`src/rtl/io_input_ctrl_pkg.sv`:
```
// Shared constants for io_input_ctrl: register-select codes (addr[7:2]) and the scan FSM state type.
package io_pkg;

    localparam logic [5:0] ADDR_PORT0   = 6'b110000;
    localparam logic [5:0] ADDR_PORT1   = 6'b110001;
    localparam logic [5:0] ADDR_PORT2   = 6'b110010;
    localparam logic [5:0] ADDR_PORT3   = 6'b110011;
    localparam logic [5:0] ADDR_STATUS  = 6'b110100;
    localparam logic [5:0] ADDR_IRQMASK = 6'b110101;

    typedef enum logic [1:0] {
        ST_IDLE,
        ST_SCAN,
        ST_COMMIT
    } scan_state_e;

    // The four port selects share the upper code bits; the low two bits pick the port.
    function automatic logic is_port_sel(input logic [5:0] sel);
        return sel[5:2] == ADDR_PORT0[5:2];
    endfunction

endpackage

```
`src/rtl/io_input_ctrl_if.sv`:
```
// CPU read bus of io_input_ctrl: the CPU drives the master side, the controller the slave side.
interface io_input_ctrl_if #(
    parameter int unsigned DATA_W = 32
);
    logic [31:0]       addr;
    logic              rd_en;
    logic [DATA_W-1:0] in_data;
    logic              rd_valid;

    modport master (output addr, output rd_en, input in_data, input rd_valid);
    modport slave  (input addr, input rd_en, output in_data, output rd_valid);
endinterface

```
`src/rtl/io_scan_fsm.sv`:
```
// Scan sequencer: free-running sample-tick divider plus IDLE/SCAN/COMMIT FSM walking the port index.
module io_scan_fsm
    import io_pkg::*;
#(
    parameter int unsigned SAMPLE_DIV = 4
) (
    input  logic        io_clk,
    input  logic        reset,
    output scan_state_e state_o,
    output logic [1:0]  idx_o,
    output logic        scan_busy_o
);

    localparam logic [7:0] TICK_LAST = 8'(SAMPLE_DIV - 1);

    logic [7:0]  cnt_q;
    logic        tick;
    scan_state_e state_q;
    logic [1:0]  idx_q;
    logic        busy_q;

    assign tick = (cnt_q == TICK_LAST);

    always_ff @(posedge io_clk) begin
        if (reset || tick) begin
            cnt_q <= '0;
        end else begin
            cnt_q <= cnt_q + 8'd1;
        end
    end

    // Ticks seen outside IDLE are simply ignored, so a long scan drops them.
    always_ff @(posedge io_clk) begin
        if (reset) begin
            state_q <= ST_IDLE;
            idx_q   <= '0;
            busy_q  <= 1'b0;
        end else begin
            unique case (state_q)
                ST_IDLE: begin
                    if (tick) begin
                        state_q <= ST_SCAN;
                        idx_q   <= '0;
                        busy_q  <= 1'b1;
                    end
                end
                ST_SCAN: begin
                    idx_q <= idx_q + 2'd1;
                    if (idx_q == 2'd3) begin
                        state_q <= ST_COMMIT;
                        busy_q  <= 1'b0;
                    end
                end
                ST_COMMIT: begin
                    state_q <= ST_IDLE;
                end
                default: begin
                    state_q <= ST_IDLE;
                    busy_q  <= 1'b0;
                end
            endcase
        end
    end

    assign state_o     = state_q;
    assign idx_o       = idx_q;
    assign scan_busy_o = busy_q;

endmodule

```
`src/rtl/io_input_ctrl.sv`:
```
// Polled input-port controller: periodic scan into shadow, commit to held data with change flags, CPU read mux.
// Optional interrupt with CPU-writable mask is built when IO_INPUT_IRQ_EN is defined.
module io_input_ctrl
    import io_pkg::*;
#(
    parameter int unsigned DATA_W     = 32,
    parameter int unsigned SAMPLE_DIV = 4
) (
    input  logic              io_clk,
    input  logic              reset,
    io_input_ctrl_if.slave    bus,
    input  logic [DATA_W-1:0] in_port0,
    input  logic [DATA_W-1:0] in_port1,
    input  logic [DATA_W-1:0] in_port2,
    input  logic [DATA_W-1:0] in_port3,
    output logic              scan_busy,
    output logic              irq
);

    scan_state_e       state;
    logic [1:0]        idx;
    logic [DATA_W-1:0] port_w   [4];
    logic [DATA_W-1:0] shadow_q [4];
    logic [DATA_W-1:0] shadow_d [4];
    logic [DATA_W-1:0] held_q   [4];
    logic [DATA_W-1:0] held_d   [4];
    logic [3:0]        flag_q, flag_d, set_w, clr_w;
    logic [DATA_W-1:0] data_q, data_d;
    logic              valid_q, valid_d;
    logic [5:0]        sel;
    logic              unused_addr;

    io_scan_fsm #(
        .SAMPLE_DIV(SAMPLE_DIV)
    ) u_scan (
        .io_clk     (io_clk),
        .reset      (reset),
        .state_o    (state),
        .idx_o      (idx),
        .scan_busy_o(scan_busy)
    );

    assign port_w[0]   = in_port0;
    assign port_w[1]   = in_port1;
    assign port_w[2]   = in_port2;
    assign port_w[3]   = in_port3;
    assign sel         = bus.addr[7:2];
    assign unused_addr = ^{bus.addr[31:8], bus.addr[1:0]};

    // A commit-time set beats a same-cycle read clear; the read still returns the old held value.
    always_comb begin
        shadow_d = shadow_q;
        held_d   = held_q;
        set_w    = '0;
        clr_w    = '0;
        data_d   = data_q;
        valid_d  = bus.rd_en;
        if (state == ST_SCAN) begin
            shadow_d[idx] = port_w[idx];
        end
        if (state == ST_COMMIT) begin
            for (int unsigned k = 0; k < 4; k++) begin
                if (shadow_q[k[1:0]] != held_q[k[1:0]]) begin
                    held_d[k[1:0]] = shadow_q[k[1:0]];
                    set_w[k[1:0]]  = 1'b1;
                end
            end
        end
        if (bus.rd_en) begin
            data_d = '0;
            if (is_port_sel(sel)) begin
                data_d          = held_q[sel[1:0]];
                clr_w[sel[1:0]] = 1'b1;
            end else if (sel == ADDR_STATUS) begin
                data_d[4:0] = {scan_busy, flag_q};
            end
        end
        flag_d = set_w | (flag_q & ~clr_w);
    end

    always_ff @(posedge io_clk) begin
        if (reset) begin
            shadow_q <= '{default: '0};
            held_q   <= '{default: '0};
            flag_q   <= '0;
            data_q   <= '0;
            valid_q  <= 1'b0;
        end else begin
            shadow_q <= shadow_d;
            held_q   <= held_d;
            flag_q   <= flag_d;
            data_q   <= data_d;
            valid_q  <= valid_d;
        end
    end

    assign bus.in_data  = data_q;
    assign bus.rd_valid = valid_q;

`ifdef IO_INPUT_IRQ_EN
    logic [3:0] mask_q, mask_d;
    logic       irq_q;

    // The mask write rides on a read strobe; the read itself returns zero via the mux default.
    always_comb begin
        mask_d = mask_q;
        if (bus.rd_en && (sel == ADDR_IRQMASK)) begin
            mask_d = bus.addr[11:8];
        end
    end

    always_ff @(posedge io_clk) begin
        if (reset) begin
            mask_q <= 4'hF;
            irq_q  <= 1'b0;
        end else begin
            mask_q <= mask_d;
            irq_q  <= |(flag_d & mask_d);
        end
    end

    assign irq = irq_q;
`else
    assign irq = 1'b0;
`endif

endmodule

```
`src/flat_wrapper.sv`:
```
// flat-port wrapper written by rule: the top's interface ports become plain ports
module io_input_ctrl_flat import io_pkg::*;
#(
    parameter int unsigned DATA_W     = 32,
    parameter int unsigned SAMPLE_DIV = 4
)
  (io_clk, reset, in_port0, in_port1, in_port2, in_port3, scan_busy, irq, bus_addr, bus_rd_en, bus_in_data, bus_rd_valid);
  io_input_ctrl_if #(.DATA_W(DATA_W)) bus_i ();
  input  logic io_clk;
  input  logic reset;
  input  logic [DATA_W-1:0] in_port0;
  input  logic [DATA_W-1:0] in_port1;
  input  logic [DATA_W-1:0] in_port2;
  input  logic [DATA_W-1:0] in_port3;
  output logic scan_busy;
  output logic irq;
  input wire logic [$bits(bus_i.addr)-1:0] bus_addr;
  input wire logic [$bits(bus_i.rd_en)-1:0] bus_rd_en;
  output wire logic [$bits(bus_i.in_data)-1:0] bus_in_data;
  output wire logic [$bits(bus_i.rd_valid)-1:0] bus_rd_valid;
  assign bus_i.addr = bus_addr;
  assign bus_i.rd_en = bus_rd_en;
  assign bus_in_data = bus_i.in_data;
  assign bus_rd_valid = bus_i.rd_valid;
  io_input_ctrl #(.DATA_W(DATA_W), .SAMPLE_DIV(SAMPLE_DIV)) u_core (.io_clk(io_clk), .reset(reset), .bus(bus_i), .in_port0(in_port0), .in_port1(in_port1), .in_port2(in_port2), .in_port3(in_port3), .scan_busy(scan_busy), .irq(irq));
endmodule
```
`config.mk`:
```
export PLATFORM = sky130hd
export DESIGN_NAME = io_input_ctrl_flat
export DESIGN_NICKNAME = d
export VERILOG_FILES = /design/src/rtl/io_input_ctrl_pkg.sv /design/src/rtl/io_input_ctrl_if.sv /design/src/rtl/io_scan_fsm.sv /design/src/rtl/io_input_ctrl.sv /design/src/flat_wrapper.sv
export SDC_FILE = /design/constraint.sdc
export NUM_CORES = 1
export LEC_CHECK = 0
export CAP_MARGIN = 20
export CORE_MARGIN = 4
export CORE_UTILIZATION = 45
export DETAILED_ROUTE_END_ITERATION = 7
export GPL_TIMING_DRIVEN = 0
export PLACE_DENSITY = 0.75
export SLEW_MARGIN = 40
export SYNTH_ARGS = -nofsm -noshare
export SYNTH_HDL_FRONTEND = slang
export SYNTH_HIERARCHICAL = 1
export SYNTH_SLANG_ARGS = --single-unit
```
`constraint.sdc`:
```
create_clock -name io_clk -period 1.95 [get_ports io_clk]
set_input_delay 0.2925 -clock io_clk [delete_from_list [all_inputs] [get_ports io_clk]]
set_output_delay 0.2925 -clock io_clk [all_outputs]
set_load 0.01 [all_outputs]
```
==> report_table.html, run 1 <==
<table>
<tr><th>Metric</th><th>Value</th></tr>
<tr><th colspan="2">Detailed routing</th></tr>
<tr><td>Number of vias in the routed layout</td><td>12550</td></tr>
<tr><td>First-pass iteration count of the detailed router</td><td>6</td></tr>
<tr><td>Post-route antenna net violation count</td><td>0</td></tr>
<tr><td>DRC violation total after the first TritonRoute iteration</td><td>1236</td></tr>
<tr><td>Aggregate routed wire length</td><td>47.6 mm</td></tr>
<tr><td>Routed via count divided by cell count</td><td>5.65</td></tr>
<tr><td>Average wire per standard cell</td><td>21.4 um</td></tr>
<tr><td>Post-route DRC</td><td>0</td></tr>
<tr><th colspan="2">Finish</th></tr>
<tr><td>Final antenna diode count</td><td>0</td></tr>
<tr><td>Area growth syn-to-layout</td><td>23.7%</td></tr>
<tr><td>Proportion of layout cells with a drive suffix above 1</td><td>10.0%</td></tr>
<tr><td>Area of the multi-input gates</td><td>~8100 um2</td></tr>
<tr><td>Commonest non-fill, non-tap cell in the layout</td><td>dfxtp_1</td></tr>
<tr><td>Final std cell area, no fill</td><td>roughly 18000 um2</td></tr>
<tr><td>Top library cells by usage in the layout, fill and taps aside</td><td>dfxtp_1 (304), nand2b_1 (257), clkdlybuf4s50_1 (167)</td></tr>
<tr><td>Sequential cell area</td><td>6130 um2</td></tr>
<tr><td>Number of filler cells placed in the layout</td><td>2828</td></tr>
<tr><td>Fraction of the core area covered by cells at the end of the flow</td><td>around 56%</td></tr>
<tr><td>Net total in the final layout</td><td>1920</td></tr>
<tr><th colspan="2">Worst setup path</th></tr>
<tr><td>RR Startpoint</td><td>u_core/u_scan/idx_o[1]$_SDFFE_PP0P_</td></tr>
<tr><td>Cell with the largest stage delay on the worst path</td><td>clkbuf_1</td></tr>
<tr><td>Cell depth of the worst flop-to-flop path</td><td>5</td></tr>
<tr><td>CP Class</td><td>in -&gt; reg</td></tr>
<tr><td>Data required time at the worst endpoint</td><td>around 2.3 ns</td></tr>
<tr><td>CP Max Fanout</td><td>10</td></tr>
<tr><td>Worst stage delay on the critical path</td><td>about 0.54 ns</td></tr>
<tr><td>Worst r2r dst</td><td>u_core/shadow_q[61]$_SDFFE_PP0P_</td></tr>
<tr><td>R2R setup slack</td><td>approximately 0.09 ns</td></tr>
<tr><td>Arrival time reported for the critical path endpoint</td><td>2.32 ns</td></tr>
<tr><td>Critical path capture point type</td><td>flip-flop</td></tr>
<tr><td>Worst path most repeated cell</td><td>clkbuf_1</td></tr>
<tr><td>CP startpoint kind</td><td>primary input</td></tr>
<tr><td>Ordered list of cells on the worst path</td><td>clkbuf_1 &gt; buf_2 &gt; clkbuf_1 &gt; clkbuf_1 &gt; nor2_1</td></tr>
<tr><th colspan="2">Floorplanning</th></tr>
<tr><td>Initial core utilization</td><td>45.6%</td></tr>
<tr><td>Num ports</td><td>just under 200</td></tr>
<tr><td>Core area</td><td>32500 um2</td></tr>
<tr><td>Die Span X</td><td>between 150 and 200 um</td></tr>
<tr><td>Number of core rows</td><td>66</td></tr>
<tr><td>Die footprint</td><td>35900 um2</td></tr>
<tr><td>Die height</td><td>190 um</td></tr>
<tr><th colspan="2">Synth</th></tr>
<tr><td>Warning count from the yosys run</td><td>6</td></tr>
<tr><td>Syn Std Cell Area</td><td>14800 um2</td></tr>
<tr><td>Sequential area share after synthesis</td><td>41.3%</td></tr>
<tr><td>Flip-flop and latch count after synthesis</td><td>306</td></tr>
<tr><td>Number of distinct library cell variants in the gate-level netlist after synthesis</td><td>40</td></tr>
<tr><td>Primary FF master, synth</td><td>dfxtp_1</td></tr>
<tr><td>Mean instance size in the synthesized netlist</td><td>about 9.6 um2</td></tr>
<tr><td>Post-synth EDFFs</td><td>0</td></tr>
<tr><td>Mapped Cells</td><td>1544</td></tr>
<tr><td>Share of synthesized flip-flops with an asynchronous set or reset</td><td>0%</td></tr>
<tr><td>Mapped Nets</td><td>1709</td></tr>
<tr><th colspan="2">Min path</th></tr>
<tr><td>Worst hold path stage count</td><td>2</td></tr>
<tr><td>Hold endpoint</td><td>u_core/u_scan/cnt_q[3]$_SDFF_PP0_</td></tr>
<tr><td>Source of the worst hold timing path</td><td>reset</td></tr>
<tr><td>HP Class</td><td>in -&gt; reg</td></tr>
<tr><th colspan="2">Global route</th></tr>
<tr><td>Number of global-route vias before repair</td><td>11954</td></tr>
<tr><td>Global Route Usage Sum</td><td>roughly a quarter</td></tr>
<tr><td>Overall overflow remaining after global route</td><td>0</td></tr>
<tr><td>Global-route wire length before repair</td><td>between 70 and 80 mm</td></tr>
<tr><td>Antenna violations before repair</td><td>1</td></tr>
<tr><td>Maximum number of pins on one net before global-route repair</td><td>14</td></tr>
<tr><th colspan="2">Placed design</th></tr>
<tr><td>RD Place Congestion</td><td>0.952</td></tr>
<tr><td>Placed cell areas</td><td>17100 um2</td></tr>
<tr><td>Half-perimeter wire length after placement</td><td>36.1 mm</td></tr>
<tr><td>Input/output buffers</td><td>167</td></tr>
<tr><th colspan="2">CTS</th></tr>
<tr><td>Clock slew seen by the registers of the worst setup and hold paths</td><td>0.06 ns</td></tr>
<tr><td>Clock latency at the later pin of the worst-skew pair</td><td>0.52 ns</td></tr>
<tr><td>CTS Buf Count</td><td>34</td></tr>
<tr><td>Clock sinks</td><td>between 300 and 400</td></tr>
<tr><td>TritonCTS clock tree</td><td>done</td></tr>
<tr><td>H-Tree Depth</td><td>2</td></tr>
<tr><td>Max Buffers Root-to-Sink</td><td>3</td></tr>
<tr><td>Clock Root Buffer</td><td>clkbuf_16</td></tr>
<tr><th colspan="2">Timing</th></tr>
<tr><td>Slew of the pin with the lowest slew margin</td><td>0.755 ns</td></tr>
<tr><td>Count of endpoints failing setup in the final report</td><td>0</td></tr>
<tr><td>Tightest hold margin</td><td>around 0.11 ns</td></tr>
<tr><td>Total negative setup slack</td><td>0 ns</td></tr>
<tr><td>Final hold vios</td><td>0</td></tr>
<tr><td>Worst slew margin</td><td>49.7%</td></tr>
<tr><td>Max-slew violations</td><td>0</td></tr>
<tr><td>Clock Skews</td><td>about 0.013 ns</td></tr>
<tr><td>Post-route clock period utilization</td><td>about 100%</td></tr>
<tr><td>Setup repair after global routing missed its margin</td><td>no</td></tr>
<tr><td>Min cycle time layout</td><td>1.95 ns</td></tr>
<tr><td>Achievable frequency</td><td>~0.51 GHz</td></tr>
<tr><th colspan="2">Status</th></tr>
<tr><td>Status</td><td>completed</td></tr>
<tr><th colspan="2">Pwr</th></tr>
<tr><td>Static leakage</td><td>roughly 5.7 nW</td></tr>
<tr><td>Worst supply voltage drop on vdd</td><td>0.498 mV</td></tr>
<tr><td>Pwr dens</td><td>758 nW/um2</td></tr>
<tr><th colspan="2">Run</th></tr>
<tr><td>Count of max-cap constraint violations</td><td>0</td></tr>
</table>
## worst max path at each step
stage	start	end	slack, ns	cells after the start
after detailed placement	u_core/u_scan/idx_o[0]$_SDFFE_PP0P_	u_core/shadow_q[85]$_SDFFE_PP0P_	-0.45	5
final	reset	u_core/bus.in_data[16]$_SDFFE_PP0P_	0.0009	5
after global placement	reset	u_core/shadow_q[103]$_SDFFE_PP0P_	-0.60	5
after CTS	u_core/u_scan/state_o[1]$_SDFFE_PP0P_	u_core/held_q[18]$_SDFFE_PP0P_	0.002	5
after global routing	u_core/u_scan/state_o[1]$_SDFFE_PP0P_	u_core/shadow_q[111]$_SDFFE_PP0P_	0.006	6
after floorplan	bus_addr[2]	u_core/bus.in_data[22]$_SDFFE_PP0P_	0.34	5
## routing by layer
layer	wire length [um]	global-route usage [%]	vias up	share of wire, %
met2	21900	41.8	593	46
met1	19500	34.1	6021	41
met3	4160	3.98	108	8.7
li1	-	-	5826	-
met5	13	0	-	0.027
met4	2030	10.1	2	4.3
## per-stage QoR
stage / instances / power, mW / setup slack (ns)
floorplan: 1544 / 7.01 / 0.342
detailed placement: 2153 / 7.52 / -0.452
global placement: 2153 / 7.51 / -0.602
global route: 2220 / 14.3 / 0.00629
finish: 2220 / 13.9 / 0.000931
CTS: 2213 / 13.9 / 0.00189
## logic make-up (layout without fill, tap and decap cells)
logic type | after synthesis | count (layout) | synth area share, %
AOI/OAI and AO/OA | 188 | 188 | 7.45
xor gates and xnor gates | 131 | 131 | 7.74
adders and majority gates | 2 | 2 | 0.169
buffers and inverters | 139 | 373 | 4.36
DFF | 306 | 306 | 41.3
muxes | 160 | 160 | 13.5
other | 1 | 1 | 0.0253
and+or+nand+nor | 617 | 617 | 25.5
## power by group
part / leakage, nW / total (mW) / switching [mW] / internal (mW)
logic: 2.69 / 1.07 / 0.537 / 0.535
clock network: 0.566 / 6.49 / 2.57 / 3.92
registers: 2.47 / 6.35 / 0.0576 / 6.29
## cells in the mapped netlist, types with 4 or more instances
cell / count / area, um2
o21ai_0: 4 / 20.0
a31oi_1: 4 / 25.0
mux4_2: 32 / 721
nand4b_1: 65 / 569
buf_2: 19 / 95.1
a22oi_1: 27 / 203
mux2i_1: 128 / 1280
nor4bb_1: 32 / 320
nor2_1: 73 / 274
xnor2_1: 129 / 1130
nand3_1: 5 / 25.0
buf_6: 12 / 135
nor4_2: 8 / 100
clkbuf_1: 96 / 360
dfxtp_1: 306 / 6130
nand2_1: 99 / 372
a21oi_2: 5 / 43.8
a21oi_1: 132 / 661
inv_1: 7 / 26.3
o21ba_2: 4 / 40.0
a222oi_1: 5 / 50.1
nand2b_1: 257 / 1610
nand4_1: 65 / 407
## timing repair
action / in CTS / in global routing
resized for setup: 11 / 52
hold buffers: 0 / 0
setup buffers: 1 / 7
setup endpoints to repair: 92 / 231
cloned: 0 / 0
## registers in the layout, summed over array words and instances (netlist names)
signal,flops
u_core/bus.in_data,32
u_core/bus.rd_valid,1
u_core/flag_q,4
u_core/held_q,128
u_core/shadow_q,128
u_core/u_scan/cnt_q,8
u_core/u_scan/idx_o,2
u_core/u_scan/scan_busy_o,1
u_core/u_scan/state_o,2
## worst max-delay path, delay by kind of cell
family	cells	cell delay, ns
buffers and inverters	4	1.88
AND/OR/NAND/NOR	1	0.13
## layout make-up
cell class | count | share of cell area [%]
Buffer | 132 | 3.66
Clock buffer | 52 | 5.85
Clock inverter | 7 | 0.348
Inverter | 7 | 0.143
Multi-Input combinational cell | 1099 | 44.1
Sequential cell | 306 | 33.4
Tap cell | 442 | 3.01
Timing Repair Buffer | 175 | 9.44
No activity file was read; power rests on OpenSTA's default activity.
==> inputs of run 2 (changes only) <==
--- a/config.mk
+++ b/config.mk
@@ -11,6 +11,7 @@
 export DETAILED_ROUTE_END_ITERATION = 7
 export GPL_TIMING_DRIVEN = 0
 export PLACE_DENSITY = 0.75
+export RECOVER_POWER = 50
 export SLEW_MARGIN = 40
 export SYNTH_ARGS = -nofsm -noshare
 export SYNTH_HDL_FRONTEND = slang
==> run 2 against run 1 <==
Compared with the run above:
- the flow now finishes with violations (negative setup slack)
- sequential share of layout area increased by 0.068 points
- sequential power barely moved
- critical path depth stayed put
- clock-buffer cell count unchanged
- routed wire length is 0.15% higher
- register-to-register slack lost 0.03 ns
- clock skew up 0.0012 ns
- utilization fell by 0.12 points
- die area is the same
- maximum frequency down 1.8%
- critical path type unchanged
==> report_table.html, run 2 (synthesis results as in run 1) <==
<table>
<tr><th>Metric</th><th>Value</th></tr>
<tr><th colspan="2">Status</th></tr>
<tr><td>Status</td><td>finished, violations left</td></tr>
<tr><td>Violations in the final reports</td><td>negative setup slack</td></tr>
<tr><th colspan="2">Worst setup path</th></tr>
<tr><td>Arrival time reported for the critical path endpoint</td><td>2.36 ns</td></tr>
<tr><td>Worst r2r dst</td><td>u_core/shadow_q[58]$_SDFFE_PP0P_</td></tr>
<tr><td>Cell depth of the worst flop-to-flop path</td><td>5</td></tr>
<tr><td>Worst path most repeated cell</td><td>clkbuf_1</td></tr>
<tr><td>Cell class contributing the biggest share of worst-path delay</td><td>buffers and inverters</td></tr>
<tr><td>Data required time at the worst endpoint</td><td>2.32 ns</td></tr>
<tr><td>R2R setup slack</td><td>0.06 ns</td></tr>
<tr><td>Critical path buffers and inverters</td><td>4</td></tr>
<tr><td>Ordered list of cells on the worst path</td><td>clkbuf_1 &gt; clkbuf_2 &gt; clkbuf_1 &gt; clkbuf_1 &gt; nor2_1</td></tr>
<tr><td>CP Max Fanout</td><td>10</td></tr>
<tr><td>Critical path capture point type</td><td>flip-flop</td></tr>
<tr><td>Cell with the largest stage delay on the worst path</td><td>clkbuf_1</td></tr>
<tr><td>CP startpoint kind</td><td>primary input</td></tr>
<tr><td>Worst stage delay on the critical path</td><td>0.55 ns</td></tr>
<tr><td>RR Startpoint</td><td>u_core/u_scan/idx_o[1]$_SDFFE_PP0P_</td></tr>
<tr><td>CP Class</td><td>in -&gt; reg</td></tr>
<tr><th colspan="2">Placed design</th></tr>
<tr><td>Total instance count after detailed placement</td><td>approximately 2200</td></tr>
<tr><td>Input/output buffers</td><td>167</td></tr>
<tr><td>Setup slack after placement</td><td>-0.452 ns</td></tr>
<tr><td>Half-perimeter wire length after placement</td><td>around 36 mm</td></tr>
<tr><td>RD Place Congestion</td><td>0.952</td></tr>
<tr><th colspan="2">Floorplanning</th></tr>
<tr><td>Number of core rows</td><td>66</td></tr>
<tr><td>Die height</td><td>190 um</td></tr>
<tr><td>Die Span X</td><td>190 um</td></tr>
<tr><td>Initial core utilization</td><td>between 40 and 50%</td></tr>
<tr><td>Die footprint</td><td>roughly 36000 um2</td></tr>
<tr><td>Core area</td><td>32500 um2</td></tr>
<tr><td>Num ports</td><td>198</td></tr>
<tr><th colspan="2">CTS</th></tr>
<tr><td>Clock slew seen by the registers of the worst setup and hold paths</td><td>0.06 ns</td></tr>
<tr><td>Clock latency at the later pin of the worst-skew pair</td><td>0.52 ns</td></tr>
<tr><td>Clock sinks</td><td>306</td></tr>
<tr><td>Clock Root Buffer</td><td>clkbuf_16</td></tr>
<tr><td>H-Tree Depth</td><td>2</td></tr>
<tr><td>CTS Buf Count</td><td>34</td></tr>
<tr><td>Max Buffers Root-to-Sink</td><td>3</td></tr>
<tr><td>TritonCTS clock tree</td><td>done</td></tr>
<tr><th colspan="2">Finish</th></tr>
<tr><td>Net total in the final layout</td><td>around 1900</td></tr>
<tr><td>Top library cells by usage in the layout, fill and taps aside</td><td>dfxtp_1 (304), nand2b_1 (257), clkdlybuf4s50_1 (134)</td></tr>
<tr><td>Commonest non-fill, non-tap cell in the layout</td><td>dfxtp_1</td></tr>
<tr><td>Area growth syn-to-layout</td><td>23.4%</td></tr>
<tr><td>Filler-free cell count of the finished design</td><td>2220</td></tr>
<tr><td>Proportion of layout cells with a drive suffix above 1</td><td>9.79%</td></tr>
<tr><td>Final antenna diode count</td><td>0</td></tr>
<tr><th colspan="2">Timing</th></tr>
<tr><td>Clock Skews</td><td>between 0.01 and 0.015 ns</td></tr>
<tr><td>Worst slew margin</td><td>48.2%</td></tr>
<tr><td>Min cycle time layout</td><td>1.99 ns</td></tr>
<tr><td>Slew of the pin with the lowest slew margin</td><td>0.777 ns</td></tr>
<tr><td>Max-slew violations</td><td>0</td></tr>
<tr><td>Count of endpoints failing setup in the final report</td><td>3</td></tr>
<tr><td>Achievable frequency</td><td>0.504 GHz</td></tr>
<tr><td>Crit path setup slack, layout</td><td>-0.0357 ns</td></tr>
<tr><td>Final hold vios</td><td>0</td></tr>
<tr><td>Post-route clock period utilization</td><td>102%</td></tr>
<tr><td>Setup repair after global routing missed its margin</td><td>no</td></tr>
<tr><th colspan="2">Global route</th></tr>
<tr><td>Global-route wire length before repair</td><td>70.9 mm</td></tr>
<tr><td>Maximum number of pins on one net before global-route repair</td><td>14</td></tr>
<tr><td>Global Route Usage Sum</td><td>roughly a quarter</td></tr>
<tr><td>Antenna violations before repair</td><td>1</td></tr>
<tr><td>Overall overflow remaining after global route</td><td>0</td></tr>
<tr><td>Number of global-route vias before repair</td><td>about 12000</td></tr>
<tr><th colspan="2">Min path</th></tr>
<tr><td>Worst hold path stage count</td><td>2</td></tr>
<tr><td>Hold endpoint</td><td>u_core/u_scan/cnt_q[3]$_SDFF_PP0_</td></tr>
<tr><td>Source of the worst hold timing path</td><td>reset</td></tr>
<tr><td>HP Class</td><td>in -&gt; reg</td></tr>
<tr><th colspan="2">Detailed routing</th></tr>
<tr><td>Post-route antenna net violation count</td><td>0</td></tr>
<tr><td>Average wire per standard cell</td><td>21.5 um</td></tr>
<tr><td>DRC violation total after the first TritonRoute iteration</td><td>1275</td></tr>
<tr><td>First-pass iteration count of the detailed router</td><td>5</td></tr>
<tr><td>Routed via count divided by cell count</td><td>5.65</td></tr>
<tr><td>Aggregate routed wire length</td><td>between 40 and 50 mm</td></tr>
<tr><td>Number of vias in the routed layout</td><td>around 13000</td></tr>
<tr><td>Post-route DRC</td><td>0</td></tr>
<tr><th colspan="2">Run</th></tr>
<tr><td>Count of max-cap constraint violations</td><td>0</td></tr>
<tr><th colspan="2">Pwr</th></tr>
<tr><td>Static leakage</td><td>about 5.8 nW</td></tr>
<tr><td>Worst supply voltage drop on vdd</td><td>0.500 mV</td></tr>
<tr><td>Pwr dens</td><td>approximately 760 nW/um2</td></tr>
</table>
-- run 2: area by class of cell --
cell class,instances,area [um2]
Tap cell,442,553
Buffer,132,653
Clock inverter,7,63.8
Timing Repair Buffer,175,1720
Multi-Input combinational cell,1099,8090
Clock buffer,52,1070
Sequential cell,306,6130
Inverter,7,26.3
Fill cell,2840,14200
-- run 2: worst reg2reg max path, stage by stage, from the launching register on --
cell      delay (ns)
dfxtp_2         0.45
buf_2           0.31
nand3b_1        0.36
clkbuf_1        0.39
nand2_1         0.15
a21oi_1         0.08
-- run 2: repair_timing --
action / in CTS / in global routing
cloned: 0 / 0
hold buffers: 0 / 0
endpoints found under the setup margin: 92 / 231
buffers inserted: 1 / 7
resized for setup: 11 / 52
-- run 2: where the power goes --
group / switching [mW] / internal, mW
clock network: 2.56 / 3.92
logic: 0.537 / 0.534
registers: 0.0572 / 6.30
total: 3.16 / 10.7
-- run 2: per-layer routing --
metal	vias to the layer above	part of all wire, %	track usage [%]
met2	586	46	41.8
met3	105	9.0	3.98
met4	2	4.1	10.1
met5	-	0.027	0
li1	5819	-	-
met1	6038	41	34.1
-- run 2: per-stage QoR --
step | hold WS [ns] | utilization [%] | instance area (um2) | power (mW) | setup TNS [ns]
2_1_floorplan | 0.441 | - | 14800 | 7.01 | 0
6_report | 0.112 | 56.3 | 18300 | 13.9 | -0.0653
3_3_place_gp | 0.459 | 52.4 | 17100 | 7.51 | -82.73
4_1_cts | 0.0944 | 56.0 | 18200 | 13.9 | 0
3_5_place_dp | 0.472 | 52.4 | 17100 | 7.52 | -58.38
5_1_grt | 0.148 | 56.3 | 18300 | 14.3 | 0
-- run 2: worst max-delay path by stage --
stage | to | cells after the start | from | slack [ns]
after floorplan | u_core/bus.in_data[22]$_SDFFE_PP0P_ | 5 | bus_addr[2] | 0.34
after global placement | u_core/shadow_q[103]$_SDFFE_PP0P_ | 5 | reset | -0.60
after detailed placement | u_core/shadow_q[85]$_SDFFE_PP0P_ | 5 | u_core/u_scan/idx_o[0]$_SDFFE_PP0P_ | -0.45
after CTS | u_core/held_q[18]$_SDFFE_PP0P_ | 5 | u_core/u_scan/state_o[1]$_SDFFE_PP0P_ | 0.002
after global routing | u_core/shadow_q[111]$_SDFFE_PP0P_ | 6 | u_core/u_scan/state_o[1]$_SDFFE_PP0P_ | 0.004
final | u_core/bus.in_data[16]$_SDFFE_PP0P_ | 5 | reset | -0.04
